File: config.mk
export PLATFORM = sky130hd
export DESIGN_NAME = kgp_cycle_ctrl
export DESIGN_NICKNAME = d
export VERILOG_FILES = /design/src/rtl/kgp_ctrl_pkg.sv /design/src/rtl/kgp_wait_timer.sv /design/src/rtl/kgp_cycle_ctrl.sv
export SDC_FILE = /design/constraint.sdc
export NUM_CORES = 1
export LEC_CHECK = 0
export ABC_AREA = 1
export CAP_MARGIN = 20
export CORE_MARGIN = 1
export CORE_UTILIZATION = 55
export DETAILED_ROUTE_END_ITERATION = 8
export PLACE_DENSITY = 0.85
export SLEW_MARGIN = 10
export SYNTH_ARGS = -nofsm -noshare
export SYNTH_HDL_FRONTEND = slang
export SYNTH_SLANG_ARGS = --single-unit
File: constraint.sdc
create_clock -name clk -period 3.9 [get_ports clk]
set_clock_uncertainty 0.05 [all_clocks]
set_input_delay 0.585 -clock clk [delete_from_list [all_inputs] [get_ports clk]]
set_output_delay 0.585 -clock clk [all_outputs]
set_load 0.01 [all_outputs]
File: src/rtl/kgp_ctrl_pkg.sv
// kgp_ctrl_pkg: shared state codes, op classes and defaults for the KGP-miniRISC control sequencer
package kgp_ctrl_pkg;
  typedef enum logic [2:0] {
    S_IDLE   = 3'd0,
    S_FETCH  = 3'd1,
    S_DECODE = 3'd2,
    S_EXEC   = 3'd3,
    S_MEM    = 3'd4,
    S_WB     = 3'd5,
    S_HALT   = 3'd6,
    S_BAD    = 3'd7
  } state_e;
  typedef enum logic [2:0] {
    OP_ALU    = 3'd0,
    OP_ALU_MC = 3'd1,
    OP_LOAD   = 3'd2,
    OP_STORE  = 3'd3,
    OP_BRANCH = 3'd4,
    OP_HALT   = 3'd5,
    OP_NOP    = 3'd6,
    OP_ILL    = 3'd7
  } op_e;
  localparam int MEM_TIMEOUT_DEF = 15;
endpackage

File: src/rtl/kgp_wait_timer.sv
// kgp_wait_timer: counts unacknowledged memory request cycles and flags the last allowed one
module kgp_wait_timer
  import kgp_ctrl_pkg::*;
#(
  parameter int MEM_TIMEOUT = MEM_TIMEOUT_DEF
) (
  input  logic clk,
  input  logic rst,
  input  logic clr_i,
  input  logic en_i,
  input  logic ack_i,
  output logic expire_o
);
  localparam int W = $clog2(MEM_TIMEOUT);
  localparam logic [W-1:0] LAST = W'(MEM_TIMEOUT - 1);
  logic [W-1:0] cnt_q, cnt_d;
  // count holds k-1 during the k-th request cycle, so expiry is the MEM_TIMEOUT-th unacked cycle
  always_comb begin
    cnt_d    = (clr_i || ack_i) ? '0 : en_i ? cnt_q + 1'b1 : cnt_q;
    expire_o = en_i && !ack_i && cnt_q == LAST;
  end
  // wait counter register
  always_ff @(posedge clk or negedge rst) begin
    if (!rst) cnt_q <= '0;
    else      cnt_q <= cnt_d;
  end
endmodule

File: src/rtl/kgp_cycle_ctrl.sv
// kgp_cycle_ctrl: multi-cycle fetch/decode/execute/memory/write-back sequencer with retire counter
module kgp_cycle_ctrl
  import kgp_ctrl_pkg::*;
#(
  parameter int MEM_TIMEOUT = MEM_TIMEOUT_DEF,
  parameter int CNT_W       = 16
) (
  input  logic             clk,
  input  logic             rst,
  input  logic             start,
  input  logic [2:0]       op_class,
  input  logic             mem_ack,
  input  logic             alu_done,
  output logic             pc_we,
  output logic             ir_we,
  output logic             rf_we,
  output logic             mem_req,
  output logic             mem_we,
  output logic             alu_start,
  output logic [2:0]       state,
  output logic             busy,
  output logic             err,
  output logic [CNT_W-1:0] instr_cnt
);
  state_e           state_q, state_d;
  op_e              op;
  logic             mc_q, mc_d, st_q, st_d, first_q, first_d, err_q, err_d;
  logic             retire, waiting, expire;
  logic [CNT_W-1:0] cnt_q, cnt_d;

  assign op      = op_e'(op_class);
  assign waiting = state_q == S_FETCH || state_q == S_MEM;

  kgp_wait_timer #(.MEM_TIMEOUT(MEM_TIMEOUT)) u_timer (
    .clk     (clk),
    .rst     (rst),
    .clr_i   (!waiting),
    .en_i    (waiting),
    .ack_i   (mem_ack),
    .expire_o(expire)
  );

  // next-state, datapath strobes and retire decision
  always_comb begin
    state_d   = state_q;
    mc_d      = mc_q;
    st_d      = st_q;
    first_d   = 1'b0;
    err_d     = err_q;
    retire    = 1'b0;
    pc_we     = 1'b0;
    ir_we     = 1'b0;
    rf_we     = 1'b0;
    mem_req   = 1'b0;
    mem_we    = 1'b0;
    alu_start = 1'b0;
    case (state_q)
      S_IDLE: state_d = start ? S_FETCH : S_IDLE;
      S_FETCH: begin
        mem_req = 1'b1;
        ir_we   = mem_ack;
        pc_we   = mem_ack;
        if (mem_ack) state_d = S_DECODE;
        else if (expire) begin
          err_d   = 1'b1;
          state_d = S_HALT;
        end
      end
      S_DECODE: begin
        mc_d = op == OP_ALU_MC;
        st_d = op == OP_STORE;
        case (op)
          OP_ALU, OP_ALU_MC: begin
            first_d = 1'b1;
            state_d = S_EXEC;
          end
          OP_LOAD, OP_STORE: state_d = S_MEM;
          OP_BRANCH: begin
            pc_we   = 1'b1;
            retire  = 1'b1;
            state_d = S_FETCH;
          end
          OP_NOP: begin
            retire  = 1'b1;
            state_d = S_FETCH;
          end
          OP_HALT: begin
            retire  = 1'b1;
            state_d = S_HALT;
          end
          default: begin
            err_d   = 1'b1;
            state_d = S_HALT;
          end
        endcase
      end
      S_EXEC: begin
        alu_start = mc_q && first_q;
        if (!mc_q || alu_done) state_d = S_WB;
      end
      S_MEM: begin
        mem_req = 1'b1;
        mem_we  = st_q;
        if (mem_ack) begin
          retire  = st_q;
          state_d = st_q ? S_FETCH : S_WB;
        end else if (expire) begin
          err_d   = 1'b1;
          state_d = S_HALT;
        end
      end
      S_WB: begin
        rf_we   = 1'b1;
        retire  = 1'b1;
        state_d = S_FETCH;
      end
      S_HALT: state_d = S_HALT;
      default: begin
        err_d   = 1'b1;
        state_d = S_HALT;
      end
    endcase
    cnt_d = retire ? cnt_q + 1'b1 : cnt_q;
  end

  // state, instruction flags, sticky error and retire counter
  always_ff @(posedge clk or negedge rst) begin
    if (!rst) begin
      state_q <= S_IDLE;
      mc_q    <= 1'b0;
      st_q    <= 1'b0;
      first_q <= 1'b0;
      err_q   <= 1'b0;
      cnt_q   <= '0;
    end else begin
      state_q <= state_d;
      mc_q    <= mc_d;
      st_q    <= st_d;
      first_q <= first_d;
      err_q   <= err_d;
      cnt_q   <= cnt_d;
    end
  end

  assign state     = state_q;
  assign busy      = !(state_q == S_IDLE || state_q == S_HALT);
  assign err       = err_q;
  assign instr_cnt = cnt_q;
endmodule

### Yosys cells after proc, flatten, opt, wreduce, memory -nomap -nowiden

Index checks and enable logic that the tools add are counted.

* flip-flop bits (word level): 27
* input port bits: 8
* output and inout bits: 27
* logic and storage cells: 75

* add/subtract/negate cells: 2
* equal/unequal tests: 17
* mux-type cells: 26
* bitwise logic cells: 1
* reduce and logical (&&, ||, !) cells: 22

Operators with widths (count)
* $eq A3 B3 Y1 const B: 6
* $pmux W3 S6: 1
* $add A16 B1 Y16 const B: 1
* $mux W3: 5
* $mux W1: 14
* $eq A3 B2 Y1 const B: 4
* $pmux W3 S3: 1
* $mux W4: 2
* $reduce_or A2 Y1: 4
* $reduce_or A7 Y1: 1
* $eq A3 B1 Y1 const B: 2
* $logic_not A3 Y1: 2
* $ne A2 B2 Y1 const B: 3
* $pmux W1 S3: 2
* $add A4 B1 Y4 const B: 1
* $eq A4 B4 Y1 const B: 1
* $logic_not A1 Y1: 4
* $logic_or A1 B1 Y1: 4
* $reduce_and A4 Y1: 1
* $reduce_or A4 Y1: 1
* $logic_and A1 B1 Y1: 3
* $reduce_or A3 Y1: 1
* $ne A2 B1 Y1 const B: 1
* $pmux W1 S2: 1
* other kinds (2): 2

### Depth between registers and ports, before layout

Gate-level depths: netlist (run 1).

* word-level depth: 7
* gate-level depth with buffers: 9
* gate-level depth less buffers: 8

### Cells and area by module

Synthesis (run 1) repeated with hierarchy kept, for this count alone.

* cells, all modules: 231
* area total of the unflattened synthesis: 1624.1 µm²

By module, submodules not included
* kgp_cycle_ctrl: times used 1, cells each 205, area an instance 1407.6 µm², seq. area each 575.6 µm²
* kgp_wait_timer: times used 1, cells each 26, area an instance 216.5 µm², seq. area each 100.1 µm²

### Worst setup path after synthesis (run 1)

OpenSTA, ideal clock, no wires.

* path kind: register -> output
* start point: register state_q[1] (netlist: state[1])
* end point: output port pc_we
* arrival time: 1116 ps
* required time: 3265 ps
* setup slack: 2149 ps
* cell stages (with the launch flop): 5
* path buffers: 0
* path through: dfrtp_1 inv_2 nand3_1 nor2_1 a31o_2

* longest elaborated chain between the ends: 2
* elaborated cells between the ends (all ways): 3
* those cells by class: 2 x eq/ne; 1 x mux

Ends and longest elaborated chain
* start: declaration: line kgp_cycle_ctrl.sv:25 `state_e state_q, state_d;`
* start signal: assignment: line kgp_cycle_ctrl.sv:136 `state_q <= state_d;`
* $eq A3 B2 Y1 / $eq A3 B1 Y1 (equally long branches): line kgp_cycle_ctrl.sv:57 `case (state_q)`
* $pmux W1 S2 (*): line kgp_cycle_ctrl.sv:57
* end: declaration: line kgp_cycle_ctrl.sv:14 `output logic pc_we,`

Every way passes the cells marked *; elsewhere a longest branch is shown, timed or not.

### Final worst setup path (run 1)

* start point: input port mem_ack
* end point: output port pc_we

* longest elaborated chain between the ends: 1

Ends and longest elaborated chain
* start: declaration: line kgp_cycle_ctrl.sv:12 `input logic mem_ack,`
* $pmux W1 S2: line kgp_cycle_ctrl.sv:57

Every way passes these cells.

==> results of run 1 <==
power groups by stage:
stage | combinational [mW] | clock, mW | sequential, mW
CTS | 0.581 | 0.123 | 0.432
floorplan | 0.364 | 0 | 0.442
finish | 0.579 | 0.118 | 0.432
global placement | 0.568 | 0 | 0.435
global route | 0.642 | 0.130 | 0.442
detailed placement | 0.577 | 0 | 0.437
final timing paths:
| check | start | end |
|---|---|---|
| setup / recovery | mem_ack | pc_we |
| hold / removal | err$_DFFE_PN0P_ | err$_DFFE_PN0P_ |
| setup reg to reg | state[0]$_DFFE_PN0P_ | instr_cnt[6]$_DFFE_PN0P_ |
| hold reg to reg | err$_DFFE_PN0P_ | err$_DFFE_PN0P_ |
| max in group asynchronous | rst | instr_cnt[15]$_DFFE_PN0P_ |
| min in group asynchronous | rst | u_timer.cnt_q[2]$_DFFE_PN0P_ |
layer usage:
metal,wire [µm],share of wire [%],global-route usage (%),vias to the layer above
met1,1610,48,33.5,650
li1,-,-,-,745
met3,173,5.1,2.95,2
met5,0,0,0,-
met2,1580,47,37.2,48
met4,20,0.59,6.27,0
metrics by stage:
stage               util [%]  hold slack, ns  setup WS, ns  cell area (µm²)  power, mW
global route            73.5           0.465          1.09             2080       1.21
CTS                     73.5           0.451          1.18             2080       1.14
finish                  73.5           0.451          1.17             2080       1.13
floorplan                  -           0.239          2.15             1690      0.806
detailed placement      72.6           0.420          1.19             2050       1.01
global placement        72.6           0.415          1.21             2050       1.00
synth_stat cells, drive strengths merged:
| cell type | count | area [µm²] |
|---|---|---|
| ha | 3 | 37.5 |
| dfrtp | 27 | 676 |
| nand3 | 17 | 95.1 |
| o22ai | 1 | 6.26 |
| nand2 | 71 | 334 |
| nor3 | 4 | 25.0 |
| inv | 23 | 88.8 |
| o21ai | 11 | 55.1 |
| xor2 | 3 | 33.8 |
| o21bai | 1 | 7.51 |
| xnor2 | 8 | 123 |
| nor2 | 31 | 124 |
| a31o | 1 | 8.76 |
| nand4 | 6 | 37.5 |
| a21oi | 3 | 15.0 |
| buf | 2 | 27.5 |
worst register-to-register path, stage by stage, from the launching register on:
cell and delay (ns):
dfrtp_1 0.50, inv_4 0.15, nand3_2 0.12, inv_2 0.12, nand2_2 0.06, nand2_2 0.47
nand2_4 0.10, xnor2_2 0.16
logic make-up (layout without fill, tap and decap cells):
logic type	Yosys count	in the layout	synth area share, %
adders and majority gates	3	3	2.22
AOI/OAI and AO/OA	17	17	5.47
buffers and inverters	25	62	6.87
xor gates and xnor gates	11	11	9.23
DFF	27	27	39.9
and+or+nand+nor	129	129	36.3
flip-flops by register name, summed over array words and instances, names as in the netlist:
| register | flops |
|---|---|
| first_q | 1 |
| st_q | 1 |
| instr_cnt | 16 |
| state | 3 |
| mc_q | 1 |
| err | 1 |
| u_timer.cnt_q | 4 |
layout make-up:
| type | instances | area share [%] |
|---|---|---|
| flip-flops and latches | 27 | 32.5 |
| well taps | 31 | 1.87 |
| repair buffers | 35 | 16.7 |
| inverters | 23 | 4.27 |
| clock buffers | 4 | 1.26 |
| multi-input cells | 160 | 43.4 |
layout by cell type, fill, tap and decap left out:
cell | Yosys | routed
nand2_1 | 60 | 60
clkdlybuf4s50_1 | 0 | 34
nor2_1 | 28 | 28
dfrtp_1 | 27 | 27
inv_1 | 16 | 16
nand3_1 | 15 | 15
nand2_4 | 8 | 8
o21ai_0 | 7 | 7
xnor2_2 | 7 | 7
inv_2 | 6 | 6
nand4_1 | 6 | 6
o21ai_1 | 4 | 4
nand2_2 | 3 | 3
nor3_1 | 3 | 3
nor2_2 | 3 | 3
a21oi_1 | 3 | 3
ha_1 | 3 | 3
clkbuf_4 | 0 | 3
nand3_2 | 2 | 2
xor2_1 | 2 | 2
inv_4 | 1 | 1
a31o_2 | 1 | 1
xnor2_1 | 1 | 1
nor3_2 | 1 | 1
o22ai_1 | 1 | 1
o21bai_1 | 1 | 1
xor2_2 | 1 | 1
clkbuf_1 | 0 | 1
buf_4 | 1 | 1
==> reports/results.ini, run 1 <==
[status]
status = finished, violations left
violations = design-rule violations

[cts]
cts_tree = built
cts_buffer_depth = 2
htreeDepth = 1
insertion_delay_ns = 0.31
cts.sinks = 27
path_clk_slew_ns = 0.14
ctsResizeCount = 0
numCtsBuffers = 3
cts_root_buf = clkbuf_4
cts_hold_buf = 0
post-cts-setup-buffers = 0

[placement]
port_buffers = 34
placed_cells = 276
dpl.hpwl_mm = 2.65
place_congestion = 0.908

[yosys]
ys_warn_count = 0
synth_nets = 223
netlist_area_mm2 = 0.00169
ys_seq_elements = 27
seq_area_frac_synth_pct = 39.9
syn_area_per_cell_um2 = 7.99
yosysUniqueCellTypes = 27
synthCells = 212

[power_and_ir_drop]
p_clk_share_pct = 10.5
p_sw_share_pct = 43.8
p_leak_nw = 1.04
seqPwrFrac_pct = 38.3
power_switching_uw = 494
comb_power_share_pct = 51.2
ir_worst_vdd_v = 0.000423
p_int_uw = 635
power_density_mw_per_mm2 = 543

[route]
drc = 2
ant_nets = 0
wire_per_inst_um = 12.1
drt_iter0_drc = 80
viasPerCell = 5.16
vias = 1445
routed_wl_mm = 3.39
first_pass_iters = 6

[layout]
num-fill-cells = 232
drive_gt1_share_pct = 14.9
fin_cells = 280
diodes = 0
nNetsFinal = 261
synthToLayoutAreaGrowth_pct = 22.7
multi_input_area_um2 = 902
seq_area_um2 = 676

[worst_hold_path]
holdPathStages = 1
hp-class = reg -> reg

[setup_path]
path_max_fanout = 7
rr_worst_depth = 7
cp_num_cells = 5
cp-start-kind = primary input
worst_ep_required_time_ns = 3.26
end_kind = output pin
crit_buf_inv = 3
cpMaxStageDelayCell = clkdlybuf4s50_1
crit_top_cell = clkdlybuf4s50_1
crit_chain = clkdlybuf4s50_1 -> inv_1 -> nor2_1 -> a31o_2 -> clkdlybuf4s50_1
criticalPathCategory = in -> out
max_stage_delay_ns = 0.59
cp_top_family = buffers and inverters
reg2reg_slack_ns = 2.08
cp.arrival_ns = 2.10

[global_route]
grt_pass1_vias = 1346
track_usage_pct = 23.3
grt_pass1_wl_mm = 5.95
overflow = 0
antenna_found_initial = 0
grt_start_max_net_pins = 28

[floorplan]
core_mm2 = 0.00283
die_y_um = 57.5
die_w_um = 57.5
start_util_pct = 59.9
die_area_mm2 = 0.00331
num_io_pins = 35
num_rows = 19

[timing]
finalCriticalPeriod_ns = 2.73
final_hold_viol_count = 0
fin_setup_tns_ns = 0
slew_headroom_pct = 57.2
maxSlewViolCount = 0
final.period_utilization_pct = 70.0
rsz0062_at_grt = no
setup_viol = 0
fmax_mhz = 366
worst_pin_slew_ns = 0.640

[flow_run]
cap_violations = 0

Note: power is estimated with default switching activity, not from simulation.
==> run 2: changes to the inputs <==
--- a/config.mk
+++ b/config.mk
@@ -8,9 +8,9 @@
 export ABC_AREA = 1
 export CAP_MARGIN = 20
 export CORE_MARGIN = 1
-export CORE_UTILIZATION = 55
+export CORE_UTILIZATION = 46
 export DETAILED_ROUTE_END_ITERATION = 8
-export PLACE_DENSITY = 0.85
+export PLACE_DENSITY = 0.76
 export SLEW_MARGIN = 10
 export SYNTH_ARGS = -nofsm -noshare
 export SYNTH_HDL_FRONTEND = slang
==> constraint.sdc (replaced) <==
create_clock -name clk -period 2.4 [get_ports clk]
set_clock_uncertainty 0.05 [all_clocks]
set_input_delay 0.36 -clock clk [delete_from_list [all_inputs] [get_ports clk]]
set_output_delay 0.36 -clock clk [all_outputs]
set_load 0.01 [all_outputs]
==> reports/results.ini, run 2 (synthesized netlist as in run 1, its figures left out) <==
[setup_path]
path_max_fanout = 7
cp.arrival_ns = 1.88
end_kind = output pin
worst_ep_required_time_ns = 1.99
cp-start-kind = register
criticalPathCategory = reg -> out

[floorplan]
die_w_um = 62.7
die_area_mm2 = 0.00393
die_y_um = 62.7
num_rows = 21
num_io_pins = 35
core_mm2 = 0.00344
start_util_pct = 49.2

[cts]
numCtsBuffers = 3
cts_hold_buf = 0
cts.sinks = 27
insertion_delay_ns = 0.27
post-cts-setup-buffers = 0
ctsResizeCount = 0
path_clk_slew_ns = 0.09
cts_root_buf = clkbuf_8
cts_tree = built
htreeDepth = 1
cts_buffer_depth = 2

[global_route]
antenna_found_initial = 0
track_usage_pct = 18.2
grt_pass1_wl_mm = 5.67
grt_pass1_vias = 1240
grt_start_max_net_pins = 28
overflow = 0

[power_and_ir_drop]
ir_worst_vdd_v = 0.000642
power_density_mw_per_mm2 = 901
seqPwrFrac_pct = 36.1
p_sw_share_pct = 42.2
p_leak_nw = 1.06
finalPower_mw = 1.94
power_switching_uw = 818
comb_power_share_pct = 50.8
p_clk_share_pct = 13.1
p_int_mw = 1.12

[layout]
finalInstanceArea_mm2 = 0.00215
utilization_pct = 62.4
diodes = 0
num-fill-cells = 325
seq_area_um2 = 676
multi_input_area_um2 = 905
nNetsFinal = 263
largest_register_ffs = 16
synthToLayoutAreaGrowth_pct = 26.8
mostFrequentLayoutCells = nand2_1 (60), clkdlybuf4s50_1 (34), nor2_1 (27), dfrtp_1 (27), inv_1 (16)
drive_gt1_share_pct = 16.3
fin_cells = 297
final_common_cell = nand2_1

[placement]
dpl.hpwl_mm = 2.59
postPlaceCellArea_mm2 = 0.00210
place_ws_ns = 0.220
placed_cells = 293
place_congestion = 0.875
port_buffers = 34

[timing]
whs_ns = 0.407
finalCriticalPeriod_ns = 2.29
slew_headroom_pct = 75.7
final.period_utilization_pct = 95.3
setup_viol = 0
final_hold_viol_count = 0
fmax_mhz = 437
worst_pin_slew_ns = 0.362
fin_setup_tns_ns = 0
layout_setup_ws_ns = 0.113
maxSlewViolCount = 0

[route]
first_pass_iters = 4
wire_per_inst_um = 11.2
vias = 1439
drt_iter0_drc = 82
drc = 0
routed_wl_mm = 3.34
viasPerCell = 4.85
ant_nets = 0

[flow_run]
cap_violations = 0

[worst_hold_path]
hp-class = in -> async

[status]
status = complete, no violations

-- run 2: cell types whose count changed in the layout (fill, tap and decap cells not counted), sizes merged --
| cell | delta |
|---|---|
| clkinv | +1 |
| buf | +2 |
| clkbuf | -1 |
-- run 2: path summary, 6_finish.rpt --
check / startpoint / to / slack (ns) / cells past startpoint
max in group asynchronous: rst / u_timer.cnt_q[3]$_DFFE_PN0P_ / 1.63 / 2
max reg2reg: instr_cnt[0]$_DFFE_PN0P_ / instr_cnt[8]$_DFFE_PN0P_ / 0.81 / 5
min: rst / state[1]$_DFFE_PN0P_ / 0.41 / 2
min in group clk: err$_DFFE_PN0P_ / err$_DFFE_PN0P_ / 0.44 / 1
max: state[1]$_DFFE_PN0P_ / pc_we / 0.11 / 5
min reg2reg: err$_DFFE_PN0P_ / err$_DFFE_PN0P_ / 0.44 / 1
-- run 2: power groups by stage --
stage	clock (mW)	combinational, mW	sequential [mW]
detailed placement	0	0.981	0.708
global route	0.294	1.07	0.720
CTS	0.267	0.987	0.699
global placement	0	0.969	0.705
finish	0.254	0.983	0.699
floorplan	0	0.592	0.718
-- run 2: critical path, stage by stage (launching register included) --
cell             delay [ns]
dfrtp_1                0.45
inv_2                  0.15
nand3_1                0.20
nor2_2                 0.17
a31o_2                 0.12
clkdlybuf4s50_1        0.52
-- run 2: layer usage --
layer,vias up,GRT usage [%],share of wire [%]
met2,27,28.1,45
met3,2,3.28,2.6
met5,-,0,0
li1,753,-,-
met1,657,26.6,51
met4,0,3.49,0.63
-- run 2: area by class of cell --
class,instances,area share [%]
well taps,46,2.68
multi-input cells,160,42.1
flip-flops and latches,27,31.5
repair buffers,37,17.5
inverters,23,4.14
clock inverters,1,0.233
clock buffers,3,1.92
